## src/rtl/mode_selector.sv

```systemverilog
// -----------------------------------------------------------------------------
// mode_selector
//
// Turns one raw, bouncy push-button into the 2-bit animation mode bus.
// Signal path: synchroniser -> debouncer -> edge detect -> press classifier
// (short / long) -> registered mode.
//   - short press (released before LONG_CYCLES): mode advances, wrapping to 0
//   - long press  (held LONG_CYCLES):            mode returns to 0
// Every accepted event produces a one-cycle mode_change strobe in the same
// cycle mode_out takes its new value; releasing a long press is silent.
//
// Ports:
//   clk          system clock
//   rst          asynchronous, active-high reset
//   btn_in       raw push-button, active-high, asynchronous, may bounce
//   mode_out     current animation mode (registered)
//   mode_change  one-cycle pulse coincident with a mode_out update (registered)
//   btn_level    debounced button level (registered)
// -----------------------------------------------------------------------------
module mode_selector #(
    parameter int SYNC_STAGES = 2,
    parameter int DEB_CYCLES  = 16,
    parameter int LONG_CYCLES = 200,
    parameter int NUM_MODES   = 4
) (
    input  logic       clk,
    input  logic       rst,
    input  logic       btn_in,
    output logic [1:0] mode_out,
    output logic       mode_change,
    output logic       btn_level
);

    localparam int DEB_W  = $clog2(DEB_CYCLES + 1);
    localparam int HOLD_W = $clog2(LONG_CYCLES + 1);

    localparam logic [DEB_W-1:0]  DEB_LAST  = DEB_W'(DEB_CYCLES - 1);
    localparam logic [HOLD_W-1:0] HOLD_FIRE = HOLD_W'(LONG_CYCLES - 1);
    localparam logic [HOLD_W-1:0] HOLD_MAX  = HOLD_W'(LONG_CYCLES);
    localparam logic [1:0]        MODE_LAST = 2'(NUM_MODES - 1);

    typedef enum logic [1:0] {
        ST_IDLE      = 2'b00,
        ST_PRESSED   = 2'b01,
        ST_LONG_HELD = 2'b10
    } state_t;

    logic [SYNC_STAGES-1:0] sync_r;
    logic                   btn_s;
    logic                   stable_r;
    logic                   stable_d_r;
    logic [DEB_W-1:0]       deb_cnt_r;
    logic [HOLD_W-1:0]      hold_cnt_r;
    logic [HOLD_W-1:0]      hold_inc_s;
    state_t                 state_r;
    logic [1:0]             mode_r;
    logic                   mode_change_r;
    logic                   rise_s;
    logic                   fall_s;

    // Next mode with wrap after the last valid mode.
    function automatic logic [1:0] next_mode(input logic [1:0] cur);
        logic [1:0] nxt;
        if (cur >= MODE_LAST) begin
            nxt = 2'b00;
        end else begin
            nxt = cur + 2'b01;
        end
        return nxt;
    endfunction

    assign btn_s      = sync_r[SYNC_STAGES-1];
    assign rise_s     = stable_r & ~stable_d_r;
    assign fall_s     = ~stable_r & stable_d_r;
    assign hold_inc_s = hold_cnt_r + HOLD_W'(1);

    // Synchroniser chain: btn_in enters at bit 0 and leaves at the top bit.
    always_ff @(posedge clk or posedge rst) begin
        if (rst) begin
            sync_r <= {SYNC_STAGES{1'b0}};
        end else begin
            sync_r <= {sync_r[SYNC_STAGES-2:0], btn_in};
        end
    end

    // Debouncer: a new level is accepted only after DEB_CYCLES consecutive
    // disagreeing samples; any agreeing sample restarts the count.
    always_ff @(posedge clk or posedge rst) begin
        if (rst) begin
            stable_r   <= 1'b0;
            stable_d_r <= 1'b0;
            deb_cnt_r  <= {DEB_W{1'b0}};
        end else begin
            stable_d_r <= stable_r;
            if (btn_s != stable_r) begin
                if (deb_cnt_r == DEB_LAST) begin
                    stable_r  <= btn_s;
                    deb_cnt_r <= {DEB_W{1'b0}};
                end else begin
                    deb_cnt_r <= deb_cnt_r + DEB_W'(1);
                end
            end else begin
                deb_cnt_r <= {DEB_W{1'b0}};
            end
        end
    end

    // Press classifier and mode register. The long-press decision is taken
    // on the cycle the hold count steps onto LONG_CYCLES-1, so the mode clears
    // LONG_CYCLES-1 cycles after the debounced rise.
    always_ff @(posedge clk or posedge rst) begin
        if (rst) begin
            state_r       <= ST_IDLE;
            hold_cnt_r    <= {HOLD_W{1'b0}};
            mode_r        <= 2'b00;
            mode_change_r <= 1'b0;
        end else begin
            mode_change_r <= 1'b0;
            case (state_r)
                ST_IDLE: begin
                    if (rise_s) begin
                        hold_cnt_r <= HOLD_W'(1);
                        state_r    <= ST_PRESSED;
                    end else begin
                        hold_cnt_r <= {HOLD_W{1'b0}};
                        state_r    <= ST_IDLE;
                    end
                end
                ST_PRESSED: begin
                    if (fall_s) begin
                        mode_r        <= next_mode(mode_r);
                        mode_change_r <= 1'b1;
                        state_r       <= ST_IDLE;
                    end else if (stable_r) begin
                        hold_cnt_r <= hold_inc_s;
                        if (hold_inc_s >= HOLD_FIRE) begin
                            mode_r        <= 2'b00;
                            mode_change_r <= 1'b1;
                            state_r       <= ST_LONG_HELD;
                        end else begin
                            state_r <= ST_PRESSED;
                        end
                    end else begin
                        state_r <= ST_IDLE;
                    end
                end
                ST_LONG_HELD: begin
                    // Release after a long press is silent.
                    if (fall_s) begin
                        state_r <= ST_IDLE;
                    end else if (hold_cnt_r != HOLD_MAX) begin
                        hold_cnt_r <= hold_inc_s;
                        state_r    <= ST_LONG_HELD;
                    end else begin
                        hold_cnt_r <= hold_cnt_r;
                        state_r    <= ST_LONG_HELD;
                    end
                end
                default: begin
                    hold_cnt_r <= {HOLD_W{1'b0}};
                    state_r    <= ST_IDLE;
                end
            endcase
        end
    end

    assign mode_out    = mode_r;
    assign mode_change = mode_change_r;
    assign btn_level   = stable_r;

endmodule

```

## config.mk

```make
export PLATFORM = sky130hd
export DESIGN_NAME = mode_selector
export DESIGN_NICKNAME = d
export VERILOG_FILES = /design/src/rtl/mode_selector.sv
export SDC_FILE = /design/constraint.sdc
export NUM_CORES = 1
export LEC_CHECK = 0
export CORE_UTILIZATION = 57
export CTS_BUF_LIST = sky130_fd_sc_hd__clkbuf_16
export DETAILED_ROUTE_END_ITERATION = 10
export PLACE_DENSITY_LB_ADDON = 0.08
export SETUP_SLACK_MARGIN = 0.5
export SLEW_MARGIN = 10
export SYNTH_ARGS = -nofsm -noshare
export SYNTH_HDL_FRONTEND = slang
export SYNTH_SLANG_ARGS = --single-unit
```

## constraint.sdc

```tcl
create_clock -name clk -period 2.65 [get_ports clk]
set_clock_uncertainty 0.15 [all_clocks]
set_input_delay 0.265 -clock clk [delete_from_list [all_inputs] [get_ports clk]]
set_output_delay 0.265 -clock clk [all_outputs]
set_load 0.01 [all_outputs]
```

==> impl_metrics.json <==
{
  "ir_drop_mv": 0.456,
  "setup_ws_ns": 0.607,
  "drive_gt1_share_pct": 11.8,
  "synth-adder-area-share_pct": 10.1,
  "cts_max_level": 1,
  "track_usage_pct": 22.2,
  "setup_tns_ns": 0,
  "dp_cells": 151,
  "critPathSlowestCell": "dfrtp_2",
  "drc": 0,
  "initial_core_util_pct": 61.4,
  "drt-wirelength-per-cell_um": 14.5,
  "numCtsBuffers": 3,
  "area_delta_synth_final_pct": 13.1,
  "finalCoreUtilization_pct": 69.4,
  "multi_input_area_um2": 612,
  "die_w_um": 48.2,
  "ff2ff_path_depth": 7,
  "yosysTopAreaCell": "dfrtp_1",
  "grt_start_max_net_pins": 23,
  "fin_crit_sh_pct": 77.1,
  "worstMarginPinSlew_ns": 0.851,
  "seq_area_frac_synth_pct": 45.2,
  "clk_pin_slew_ns": 0.05,
  "ant_nets": 0,
  "wirelength_um": 2230,
  "ys_ff_latch": 22,
  "seq_area_um2": 554,
  "synth_xor_area_share_pct": 3.49,
  "cp.required_ns": 2.64,
  "synth_ff_type": "dfrtp_1",
  "fillers": 159,
  "synth_area_leaders": "dfrtp_1, ha_1, o21ai_0",
  "cts_tree": "built",
  "grt_pass1_vias": 835,
  "io_buffers": 6,
  "cts.sinks": 22,
  "synth_top_area_share_pct": 45.2,
  "gr-usage-met2_pct": 38.4,
  "synth_warnings": 0,
  "postSynthNetCount": 135,
  "nNetsFinal": 141,
  "rows": 16,
  "overflow": 0,
  "pre_cts_ws_ns": 0.443,
  "period_needed_ns": 2.04,
  "drtIter0Drc": 6,
  "status": "completed",
  "die_height_um": 48.2,
  "hp-class": "reg -> reg",
  "core_area_um2": 1980,
  "antenna_found_initial": 0,
  "dr.pass1.iters": 2,
  "synthSimpleGateAreaFrac_pct": 17.3,
  "path_max_fanout": 6,
  "synthArstFlopShare_pct": 100,
  "netlist_area_um2": 1220,
  "synth.area.mux_share_pct": 0.925,
  "setup-violations-final": 0,
  "synthDistinctLibCells": 35,
  "p_per_area_nw_per_um2": 486,
  "diodes": 0,
  "gp_congestion": 0.797,
  "arrival_ns": 2.03,
  "clockBufferDepth": 2,
  "use_met3_pct": 3.33,
  "avgSynthCellArea_um2": 9.90,
  "post-cts-setup-buffers": 0,
  "grt_pass1_wl_um": 3530,
  "syn_inst": 123,
  "busiest_layer": "met2",
  "slowest_delay_ns": 0.45,
  "synth_compound_area_share_pct": 17.3,
  "final_cells": 154,
  "hold_viol_final": 0,
  "met1_usage_pct": 27.9,
  "start_kind": "flip-flop",
  "drv_slew": 0,
  "critPathMostFrequentCell": "a31o_1",
  "max_slew_margin_pct": 43.2,
  "fmaxAchievable_mhz": 489,
  "io_pins": 7,
  "grt_setup_unrepaired": "no",
  "worstSetupPathType": "reg -> reg",
  "synth_top_family_by_area": "compound AO/OA/AOI/OAI gates",
  "maxCapViolCount": 0,
  "clock_latency_ns": 0.25,
  "via_per_inst": 5.70,
  "min_path_cells": 0,
  "vias": 878,
  "synth_edf_count": 0,
  "die_area_um2": 2320,
  "path_cells": "inv_2 > ha_2 > maj3_1 > o21ai_0 > a31o_1 > or3_4 > a31o_1",
  "ctsHoldBuffers": 0,
  "clock-root-buffer": "clkbuf_16",
  "cp-end-kind": "flip-flop",
  "p_leak_nw": 0.624,
  "dp_hpwl_um": 1550
}
## kinds of logic (layout without fill, tap and decap cells)
| family | Yosys count | in the layout |
|---|---|---|
| multiplexers | 1 | 1 |
| buffers and inverters | 15 | 19 |
| adder cells (fa/ha/maj) | 10 | 10 |
| AND/OR/NAND/NOR | 38 | 38 |
| AO/OA/AOI/OAI | 33 | 33 |
| flip-flops | 22 | 22 |
| XOR/XNOR | 4 | 4 |
## synthesized netlist by cell type (2+ instances only)
master and count:
dfrtp_1 22, o21ai_0 12, ha_1 9, inv_1 9
nor2_1 7, nand2_1 6, nand3_1 6, a21oi_1 4
a31oi_1 4, o31ai_1 4, a31o_1 3, and3_1 3
nand2b_1 3, xor2_1 3, a21o_1 2, and2_1 2
buf_2 2, buf_4 2, nand3b_1 2, nand4b_1 2
or2_2 2
## critical path: cells and delay by family (launching register included)
family                     cells  cell delay, ns
AOI/OAI and AO/OA              3            0.52
adders and majority gates      2            0.36
buffers and inverters          1            0.10
DFF                            1            0.45
and+or+nand+nor                1            0.35
## metrics by stage
| stage | power [mW] | instance area [um^2] | hold slack, ns |
|---|---|---|---|
| 2_1_floorplan | 0.361 | 1220 | 0.104 |
| 3_3_place_gp | 0.368 | 1280 | 0.195 |
| 3_5_place_dp | 0.368 | 1280 | 0.188 |
| 4_1_cts | 0.675 | 1360 | 0.210 |
| 5_1_grt | 0.688 | 1380 | 0.212 |
| 6_report | 0.669 | 1380 | 0.212 |
## metal layers
metal / part of all wire, % / vias up
li1: - / 443
met1: 47 / 424
met2: 50 / 7
met3: 1.0 / 4
met4: 1.3 / 0
met5: 0 / -
## placed cells by master (no fill, tap or decap), types with 2 or more instances in the layout
cell and count:
and2_1 2, o31ai_1 4, xor2_1 3, a21oi_1 4
nand2_1 6, inv_1 8, nand3b_1 2, a31o_1 3
nor2_1 7, o21ai_0 12, a21o_1 2, ha_1 7
and3_1 3, nand3_1 6, dfrtp_2 3, nand2b_1 3
a31oi_1 4, nand4b_1 2, clkbuf_16 3, clkdlybuf4s50_1 6
or2_2 2, dfrtp_1 19
## state kept, by name (all words and copies together), names as in the netlist
signal / cells
mode_out: 2
state_r: 2
sync_r: 2
stable_d_r: 1
hold_cnt_r: 8
deb_cnt_r: 5
mode_change: 1
btn_level: 1
## path summary, 6_finish.rpt
check | end | start | slack [ns]
max | mode_out[0] | hold_cnt_r[0] | 0.61
min reg2reg | sync_r[1] | sync_r[0] | 0.21
max reg2reg | mode_out[0] | hold_cnt_r[0] | 0.61
min | sync_r[1] | sync_r[0] | 0.21
min in group asynchronous | hold_cnt_r[5] | rst | 0.34
max in group asynchronous | hold_cnt_r[0] | rst | 1.43
## layout make-up
class / count / share of cell area [%]
Tap cell: 27 / 2.45
Inverter: 9 / 2.45
Clock buffer: 3 / 5.45
Sequential cell: 22 / 40.3
Timing Repair Buffer: 7 / 4.91
Multi-Input combinational cell: 86 / 44.5
## where the power goes
| group | switching (mW) | internal [mW] |
|---|---|---|
| combinational | 0.0105 | 0.00642 |
| clock | 0.108 | 0.199 |
| sequential | 0.00361 | 0.342 |
## timing repair
item                                    4_1_cts  5_1_grt
endpoints found under the setup margin        2        4
endpoints found under the hold margin         0        0
gates resized for setup                       1        6
(Power assumes the default switching activity.)
